--- src/rtl/round_ctrl_pkg.sv ---
// round_ctrl_pkg
//   Shared definitions for the round controller slice: default value width,
//   default starting lives, the controller state type and a small helper
//   that steps the lives count down without going below zero.
package round_ctrl_pkg;

  localparam int unsigned DEF_VAL_W      = 4;
  localparam int unsigned DEF_LIVES_INIT = 3;

  typedef enum logic [2:0] {
    ST_IDLE,
    ST_REQ,
    ST_WAIT_GEN,
    ST_PLAY,
    ST_JUDGE,
    ST_FB_OK,
    ST_FB_BAD,
    ST_OVER
  } state_e;

  function automatic logic [1:0] lives_dec(input logic [1:0] l);
    return (l == 2'd0) ? 2'd0 : l - 2'd1;
  endfunction

endpackage

--- src/rtl/round_ctrl_if.sv ---
// round_ctrl_if
//   Link between the round controller and the number generator.
//   gen_enable : controller -> generator, rising edge requests a new number
//   gen_result : generator -> controller, the generated number
//   master modport is the controller side, slave modport the generator side.
interface round_ctrl_if
  import round_ctrl_pkg::*;
#(
  parameter int unsigned VAL_W = DEF_VAL_W
) ();

  logic             gen_enable;
  logic [VAL_W-1:0] gen_result;

  modport master (output gen_enable, input  gen_result);
  modport slave  (input  gen_enable, output gen_result);

endinterface

--- src/rtl/round_ctrl_sec_timer.sv ---
// round_ctrl_sec_timer
//   Round timer: a tick prescaler that wraps every TICKS_PER_SEC enabled
//   cycles, and a seconds down-counter decremented on each wrap.
//   clk, rst_n   : clock, asynchronous active-low reset
//   load_i       : load secs with load_val_i and clear the prescaler
//   load_val_i   : seconds value to load
//   en_i         : advance the prescaler this cycle
//   secs_o       : seconds remaining
//   wrap_o       : prescaler wraps this cycle (combinational)
//   zero_o       : seconds counter is zero
module round_ctrl_sec_timer #(
  parameter int unsigned TICKS_PER_SEC = 50000000
) (
  input  logic       clk,
  input  logic       rst_n,
  input  logic       load_i,
  input  logic [3:0] load_val_i,
  input  logic       en_i,
  output logic [3:0] secs_o,
  output logic       wrap_o,
  output logic       zero_o
);

  localparam int unsigned TW = (TICKS_PER_SEC > 1) ? $clog2(TICKS_PER_SEC) : 1;

  logic [TW-1:0] tick_q, tick_d;
  logic [3:0]    secs_q, secs_d;

  assign wrap_o = en_i && (tick_q == TW'(TICKS_PER_SEC - 1));

  always_comb begin
    tick_d = tick_q;
    secs_d = secs_q;
    if (load_i) begin
      tick_d = '0;
      secs_d = load_val_i;
    end else if (en_i) begin
      if (wrap_o) begin
        tick_d = '0;
        if (secs_q != '0) secs_d = secs_q - 4'd1;
      end else begin
        tick_d = tick_q + TW'(1);
      end
    end
  end

  always_ff @(posedge clk or negedge rst_n) begin
    if (!rst_n) begin
      tick_q <= '0;
      secs_q <= '0;
    end else begin
      tick_q <= tick_d;
      secs_q <= secs_d;
    end
  end

  assign secs_o = secs_q;
  assign zero_o = (secs_q == '0);

endmodule

--- src/rtl/round_ctrl.sv ---
// round_ctrl
//   Round controller for the binary number game. Requests a target from the
//   generator, runs a timed round, judges the player's guess, keeps score and
//   lives, and flags game over.
//   clk, rst_n    : clock, asynchronous active-low reset
//   start_i       : one-cycle pulse, starts a game from IDLE or OVER
//   submit_i      : one-cycle pulse, commits guess_i (PLAY only)
//   guess_i       : player switch value
//   gen           : generator link (gen_enable out, gen_result in)
//   target_o      : latched target
//   score_o       : correct answers this game (saturating)
//   lives_o       : remaining lives
//   secs_left_o   : seconds remaining in the round
//   playing_o     : round in progress
//   ok_flash_o    : correct-answer feedback
//   bad_flash_o   : wrong/timeout feedback
//   game_over_o   : game finished
module round_ctrl
  import round_ctrl_pkg::*;
#(
  parameter int unsigned VAL_W         = DEF_VAL_W,
  parameter int unsigned SCORE_W       = 8,
  parameter int unsigned LIVES_INIT    = DEF_LIVES_INIT,
  parameter int unsigned TICKS_PER_SEC = 50000000,
  parameter int unsigned ROUND_SECS    = 9,
  parameter int unsigned FB_TICKS      = 25000000,
  parameter int unsigned GEN_SETTLE    = 2
) (
  input  logic               clk,
  input  logic               rst_n,
  input  logic               start_i,
  input  logic               submit_i,
  input  logic [VAL_W-1:0]   guess_i,
  round_ctrl_if.master       gen,
  output logic [VAL_W-1:0]   target_o,
  output logic [SCORE_W-1:0] score_o,
  output logic [1:0]         lives_o,
  output logic [3:0]         secs_left_o,
  output logic               playing_o,
  output logic               ok_flash_o,
  output logic               bad_flash_o,
  output logic               game_over_o
);

  // One counter serves both the generator settle wait and the feedback hold;
  // the two states never overlap, and it restarts on every state change.
  localparam int unsigned CNT_MAX = (FB_TICKS > GEN_SETTLE) ? FB_TICKS : GEN_SETTLE;
  localparam int unsigned CW      = $clog2(CNT_MAX + 1);

  state_e             state_q, state_d;
  logic [CW-1:0]      cnt_q, cnt_d;
  logic [VAL_W-1:0]   target_q, target_d;
  logic [VAL_W-1:0]   guess_q, guess_d;
  logic [SCORE_W-1:0] score_q, score_d;
  logic [1:0]         lives_q, lives_d;

  logic       tmr_load, tmr_en, tmr_wrap, tmr_zero;
  logic [3:0] secs;
  logic       settle_done, fb_done, timeout;

  assign settle_done = (cnt_q == CW'(GEN_SETTLE - 1));
  assign fb_done     = (cnt_q == CW'(FB_TICKS - 1));

  // The timer is frozen in a submit cycle so a coinciding timeout never fires:
  // the submitted guess is what gets judged.
  assign tmr_en   = (state_q == ST_PLAY) && !submit_i;
  assign tmr_load = (state_q == ST_WAIT_GEN) && settle_done;
  assign timeout  = (tmr_wrap && (secs == 4'd1)) || tmr_zero;

  round_ctrl_sec_timer #(
    .TICKS_PER_SEC(TICKS_PER_SEC)
  ) u_timer (
    .clk       (clk),
    .rst_n     (rst_n),
    .load_i    (tmr_load),
    .load_val_i(4'(ROUND_SECS)),
    .en_i      (tmr_en),
    .secs_o    (secs),
    .wrap_o    (tmr_wrap),
    .zero_o    (tmr_zero)
  );

  always_comb begin
    state_d  = state_q;
    cnt_d    = cnt_q + CW'(1);
    target_d = target_q;
    guess_d  = guess_q;
    score_d  = score_q;
    lives_d  = lives_q;
    case (state_q)
      ST_IDLE, ST_OVER: begin
        if (start_i) begin
          score_d = '0;
          lives_d = 2'(LIVES_INIT);
          state_d = ST_REQ;
        end
      end
      ST_REQ:      state_d = ST_WAIT_GEN;
      ST_WAIT_GEN: begin
        if (settle_done) begin
          target_d = gen.gen_result;
          state_d  = ST_PLAY;
        end
      end
      ST_PLAY: begin
        if (submit_i) begin
          guess_d = guess_i;
          state_d = ST_JUDGE;
        end else if (timeout) begin
          lives_d = lives_dec(lives_q);
          state_d = ST_FB_BAD;
        end
      end
      ST_JUDGE: begin
        if (guess_q == target_q) begin
          if (score_q != '1) score_d = score_q + SCORE_W'(1);
          state_d = ST_FB_OK;
        end else begin
          lives_d = lives_dec(lives_q);
          state_d = ST_FB_BAD;
        end
      end
      ST_FB_OK, ST_FB_BAD: begin
        if (fb_done) state_d = (lives_q == 2'd0) ? ST_OVER : ST_REQ;
      end
      default: state_d = ST_IDLE;
    endcase
    if (state_d != state_q) cnt_d = '0;
  end

  always_ff @(posedge clk or negedge rst_n) begin
    if (!rst_n) begin
      state_q  <= ST_IDLE;
      cnt_q    <= '0;
      target_q <= '0;
      guess_q  <= '0;
      score_q  <= '0;
      lives_q  <= '0;
    end else begin
      state_q  <= state_d;
      cnt_q    <= cnt_d;
      target_q <= target_d;
      guess_q  <= guess_d;
      score_q  <= score_d;
      lives_q  <= lives_d;
    end
  end

  assign gen.gen_enable = (state_q == ST_REQ);
  assign target_o       = target_q;
  assign score_o        = score_q;
  assign lives_o        = lives_q;
  assign secs_left_o    = secs;
  assign playing_o      = (state_q == ST_PLAY);
  assign ok_flash_o     = (state_q == ST_FB_OK);
  assign bad_flash_o    = (state_q == ST_FB_BAD);
  assign game_over_o    = (state_q == ST_OVER);

endmodule

--- src/flat_wrapper.sv ---
// flat-port wrapper written by rule: the top's interface ports become plain ports
module round_ctrl_flat import round_ctrl_pkg::*;
#(
  parameter int unsigned VAL_W         = DEF_VAL_W,
  parameter int unsigned SCORE_W       = 8,
  parameter int unsigned LIVES_INIT    = DEF_LIVES_INIT,
  parameter int unsigned TICKS_PER_SEC = 50000000,
  parameter int unsigned ROUND_SECS    = 9,
  parameter int unsigned FB_TICKS      = 25000000,
  parameter int unsigned GEN_SETTLE    = 2
)
  (clk, rst_n, start_i, submit_i, guess_i, target_o, score_o, lives_o, secs_left_o, playing_o, ok_flash_o, bad_flash_o, game_over_o, gen_gen_enable, gen_gen_result);
  round_ctrl_if #(.VAL_W(VAL_W)) gen_i ();
  input  logic clk;
  input  logic rst_n;
  input  logic start_i;
  input  logic submit_i;
  input  logic [VAL_W-1:0] guess_i;
  output logic [VAL_W-1:0] target_o;
  output logic [SCORE_W-1:0] score_o;
  output logic [1:0] lives_o;
  output logic [3:0] secs_left_o;
  output logic playing_o;
  output logic ok_flash_o;
  output logic bad_flash_o;
  output logic game_over_o;
  output wire logic [$bits(gen_i.gen_enable)-1:0] gen_gen_enable;
  input wire logic [$bits(gen_i.gen_result)-1:0] gen_gen_result;
  assign gen_gen_enable = gen_i.gen_enable;
  assign gen_i.gen_result = gen_gen_result;
  round_ctrl #(.VAL_W(VAL_W), .SCORE_W(SCORE_W), .LIVES_INIT(LIVES_INIT), .TICKS_PER_SEC(TICKS_PER_SEC), .ROUND_SECS(ROUND_SECS), .FB_TICKS(FB_TICKS), .GEN_SETTLE(GEN_SETTLE)) u_core (.clk(clk), .rst_n(rst_n), .start_i(start_i), .submit_i(submit_i), .guess_i(guess_i), .gen(gen_i), .target_o(target_o), .score_o(score_o), .lives_o(lives_o), .secs_left_o(secs_left_o), .playing_o(playing_o), .ok_flash_o(ok_flash_o), .bad_flash_o(bad_flash_o), .game_over_o(game_over_o));
endmodule
--- config.mk ---
export PLATFORM = sky130hd
export DESIGN_NAME = round_ctrl_flat
export DESIGN_NICKNAME = d
export VERILOG_FILES = /design/src/rtl/round_ctrl_pkg.sv /design/src/rtl/round_ctrl_if.sv /design/src/rtl/round_ctrl_sec_timer.sv /design/src/rtl/round_ctrl.sv /design/src/flat_wrapper.sv
export SDC_FILE = /design/constraint.sdc
export NUM_CORES = 1
export LEC_CHECK = 0
export CAP_MARGIN = 10
export CORE_ASPECT_RATIO = 0.9
export CORE_UTILIZATION = 45
export CTS_BUF_LIST = sky130_fd_sc_hd__clkbuf_4
export DETAILED_ROUTE_END_ITERATION = 8
export GPL_TIMING_DRIVEN = 0
export SLEW_MARGIN = 40
export SYNTH_ARGS = -nofsm -noshare
export SYNTH_HDL_FRONTEND = slang
export SYNTH_SLANG_ARGS = --single-unit
export TNS_END_PERCENT = 1
--- constraint.sdc ---
create_clock -name clk -period 3.6 [get_ports clk]
set_input_delay 0.36 -clock clk [delete_from_list [all_inputs] [get_ports clk]]
set_output_delay 0.36 -clock clk [all_outputs]
set_load 0.02 [all_outputs]
# Word-level counts from Yosys, hierarchy flattened
# Index checks and enable logic that the tools add are counted.
# totals
regBits	76
in_bits	12
output_inout_bits	23
word_cells	81
# op_classes
addsub	5
n_eq_ne	20
muxes	26
n_reduce_logical	22
# ops
cell	n
two-way mux 26 bit	3
adder 26 x 1 -> 26 bit (second input constant)	1
== test 26 bit (second input constant)	1
adder 25 x 1 -> 25 bit (second input constant)	1
== test 25 x 1 -> 1 bit (second input constant)	1
== test 25 bit (second input constant)	1
two-way mux 25 bit	1
two-way mux 8 bit	3
two-way mux 3 bit	6
one-hot mux 3 bit (6 select lines)	1
two-way mux 4 bit	4
one-hot mux 8 bit (2 select lines)	1
== test 3 bit (second input constant)	4
two-way mux 2 bit	6
adder 8 x 1 -> 8 bit (second input constant)	1
!= test 8 bit (second input constant)	1
nonzero test 2 bit	4
== test 3 x 2 -> 1 bit (second input constant)	2
!= test 2 x 1 -> 1 bit (second input constant)	3
!= test 2 bit (second input constant)	3
one-hot mux 2 bit (3 select lines)	1
AND reduction 5 bit	1
== test 4 x 1 -> 1 bit (second input constant)	1
== test 4 bit	1
other kinds (16)	21

# Longest topological paths before layout
# depth
ltp_word	10
depth_mapped	9
ltp_nobuf	8

# Hierarchy
# From an unflattened synthesis, not the netlist that was laid out.
# hier_totals
hier_cells	474
area_unflattened_um2	4675.7
# modules_own_cells
mod	n_inst	cells_each	area_each_um2	seq_area_each_um2
round_ctrl	1	292	2916.5	1151.1
round_ctrl_sec_timer	1	182	1759.2	750.7

# Worst setup path before layout
# Ideal clock, no wire load.
# synth_path
path_type	register -> register
start	register u_core.cnt_q[6]
end	register u_core.cnt_q[16]
setup_ps	127
arrival_time_ps	2045
required_ps	3473
setup_slack_ps	1428
stages_incl_launch_ff	8
path_buffers	1
period_less_slack_ps	2172
path_cell_list	dfrtp_1 -> nor4_2 -> nand2_2 -> nor4_4 -> nand3_2 -> a311oi_4 -> buf_6 -> nor3_2
# synth_between
elab_chain_cells	5
elab_cells_between_ends	8
cone_classes	1 x add/sub; 3 x eq/ne; 4 x mux
# synth_lines
element	line_no	text
start, declared	round_ctrl.sv:51	logic [CW-1:0] cnt_q, cnt_d;
start signal, assigned	round_ctrl.sv:141	cnt_q <= cnt_d;
== test 25 bit or == test 25 x 1 -> 1 bit (tied branches)	round_ctrl.sv:62, round_ctrl.sv:61	
two-way mux 3 bit (on tied branches)	round_ctrl.sv:124, round_ctrl.sv:100	
one-hot mux 3 bit (6 select lines)	round_ctrl.sv:90	case (state_q)
!= test 3 bit	round_ctrl.sv:128	if (state_d != state_q) cnt_d = '0;
two-way mux 25 bit *	round_ctrl.sv:128	
via u_core.cnt_d[16]	round_ctrl.sv:51	
# The timed path passes the listed nets; every way through them passes the cells marked *.
# A chain may end at the register's enable or synchronous reset.

# Final worst setup path
# layout_path
start	register u_core.cnt_q[6]
end	register u_core.cnt_q[22]
# Same word-level chain as after synthesis.

==> impl_metrics.toml <==
[setup_path]
endpoint_kind = "register"
setup.worst_path.class = "reg2reg"
path_max_fanout = 10
startpoint = "u_core.cnt_q[6]"
cp_slowest_stage_delay_ns = 0.55
path_depth = 7
crit_required_ns = 3.91
crit_path_end = "u_core.cnt_q[22]"
crit_buf_inv = 1
reg2reg_to = "u_core.cnt_q[22]"
r2r_slack_ns = 1.02
setup.worst_path.start_class = "register"
rr_startpoint = "u_core.cnt_q[6]"
cp_data_arrival_time_ns = 2.89
cpMaxStageDelayCell = "a311oi_4"
r2r_cells = 7
crit_chain = "nor4_2 -> nand2_2 -> nor4_4 -> nand3_2 -> a311oi_4 -> buf_6 -> nor3_2"
critical_path.top_delay_family = "simple AND/OR/NAND/NOR gates"

[yosys]
syn_inst = 464
synth_edf_count = 0
synth_cell_type_count = 62
syn_avg_cell_area_um2 = 9.611
synth_seq_cells = 76
ys.flop_type = "dfrtp_1"
syn_area_um2 = 4459
async_flop_share_pct = 100.0
synth_seq_area_share_pct = 42.65
yosysWarnings = 0
synth_fp_nets = 482

[timing]
rsz0062_at_grt = "false"
final_hold_viol_count = 0
setup_viol = 0
final.min_clock_period_ns = 2.581
finalCritPeriodShare_pct = 71.70
slew-limit-headroom_pct = 60.80
worst_pin_slew_ns = 0.5845
drv_slew = 0
fmax_mhz = 387.4
finClkSkew_ns = 0.01346

[clocking]
numCtsBuffers = 9
cts_root_buffer = "clkbuf_4"
ctsHtreeMaxLevel = 3
clk_path_buf_depth = 2
clk_pin_slew_ns = 0.13
cts_resized = 0
cts_setup_buffers = 0
clk_latency_ns = 0.43
ctsHoldBuffers = 1
cts_tree = "yes"
clock_sinks = 76

[place]
place.gp.congestion = 0.8390
io_buffers = 33
dpl.hpwl_um = 6971
dp_cells = 624
placed_cell_area_um2 = 4982

[route]
drc = 0
routed_wl_um = 9885
firstDrtPassIters = 4
num_vias = 3599
drt_iter0_markers = 184
post_drt_wl_per_cell_um = 15.42
ant_nets = 0
vias_per_cell = 5.615

[final_layout]
nNetsFinal = 528
area_growth_syn_to_layout_pct = 14.98
final_cell_area_um2 = 5127
n_fill_cell = 907
stdcell_count = 641
most-common-layout-cells = "dfrtp_1, nor2_1, nand2_1"
postLayoutCoreUtil_pct = 53.10
antennaDiodeCount = 0
drive_gt1_share_pct = 15.92
mostFrequentLayoutCell = "dfrtp_1"

[run]
maxCapViolCount = 0

[power]
cellPowerDensity_nw_per_um2 = 546.0
p_leak_nw = 2.152
vdd_drop_max_mv = 0.3395

[global_routing]
antenna_found_initial = 0
grt_pass1_vias = 3378
grt_pass1_wl_um = 16760
track_usage_pct = 20.62
globalRouteOverflowTotal = 0
grt_max_degree = 49

[floorplan]
die_h_um = 96.44
die_area_um2 = 10310
rows = 34
start_util_pct = 46.18
boundaryPins = 35
die_w_um = 106.9
core_area_um2 = 9657

[min_path]
min_path_type = "in2async"

[status]
outcome = "completed"
## layer usage
metal	global-route usage [%]	wire, um
met1	30.60	5060
met2	31.18	4267
met3	3.488	465
met4	5.137	91
met5	0	0
## flip-flops by register name, summed over array words and instances (netlist names)
signal,count
u_core.cnt_q,25
u_core.guess_q,4
u_core.lives_o,2
u_core.score_o,8
u_core.state_q,3
u_core.target_o,4
u_core.u_timer.secs_o,4
u_core.u_timer.tick_q,26
## through the flow
stage	power (mW)	hold WS, ns	TNS [ns]	worst slack [ns]
2_1_floorplan	1.954	0.06441	0	1.428
3_3_place_gp	2.332	0.5150	-47.30	-0.6286
3_5_place_dp	2.355	0.2505	0	1.017
4_1_cts	2.830	0.3482	0	0.9903
5_1_grt	3.001	0.3611	0	0.8306
6_report	2.800	0.3574	0	1.019
## worst min-delay path by stage
stage | cells past startpoint | to
final | 2 | u_core.u_timer.secs_o[2]
after global routing | 2 | u_core.u_timer.secs_o[2]
after CTS | 2 | u_core.u_timer.secs_o[2]
after detailed placement | 1 | u_core.u_timer.secs_o[2]
after global placement | 1 | u_core.guess_q[0]
after floorplan | 0 | u_core.cnt_q[0]
## cells by family after synthesis
logic type               share of synthesized area, %
AO/OA/AOI/OAI                                   11.48
XOR/XNOR                                        8.446
adder cells (fa/ha/maj)                         1.683
buffers and inverters                           3.675
flip-flops                                      42.65
multiplexers                                    2.497
AND/OR/NAND/NOR                                 29.57
## Yosys cell counts, types with 11 or more instances
library cell / instances / area, um2
nand3_1: 24 / 120.1
nor3_2: 20 / 200.2
nand2_1: 35 / 131.4
o21ai_0: 14 / 70.07
dfrtp_1: 76 / 1902
xor2_1: 34 / 297.8
nor3_1: 17 / 85.08
nand4_1: 16 / 100.1
a21oi_1: 22 / 110.1
nor2_1: 40 / 150.1
buf_2: 11 / 55.05
## worst reg2reg max path, stage by stage (launching register included)
cell and delay (ns):
dfrtp_1 0.47, nor4_2 0.33, nand2_2 0.16, nor4_4 0.48, nand3_2 0.15, a311oi_4 0.55
buf_6 0.26, nor3_2 0.06
## layout make-up
type / instances / area (um2) / share of cell area, %
multi-input combinational: 354 / 2419 / 47.17
buffer: 24 / 126.4 / 2.465
sequential: 76 / 1902 / 37.09
inverter: 10 / 37.54 / 0.7321
clock inverter: 6 / 41.29 / 0.8053
timing repair buffer: 35 / 369.1 / 7.199
tap: 126 / 157.7 / 3.075
clock buffer: 10 / 75.07 / 1.464
## where the power goes
part | total (mW) | switching [mW] | internal [mW] | leakage (nW)
Clock | 0.470 | 0.320 | 0.150 | 0.0701
Sequential | 1.11 | 0.126 | 0.984 | 1.02
Combinational | 1.22 | 0.723 | 0.497 | 1.06
Total | 2.80 | 1.17 | 1.63 | 2.15
No activity file was read; power rests on OpenSTA's default activity.
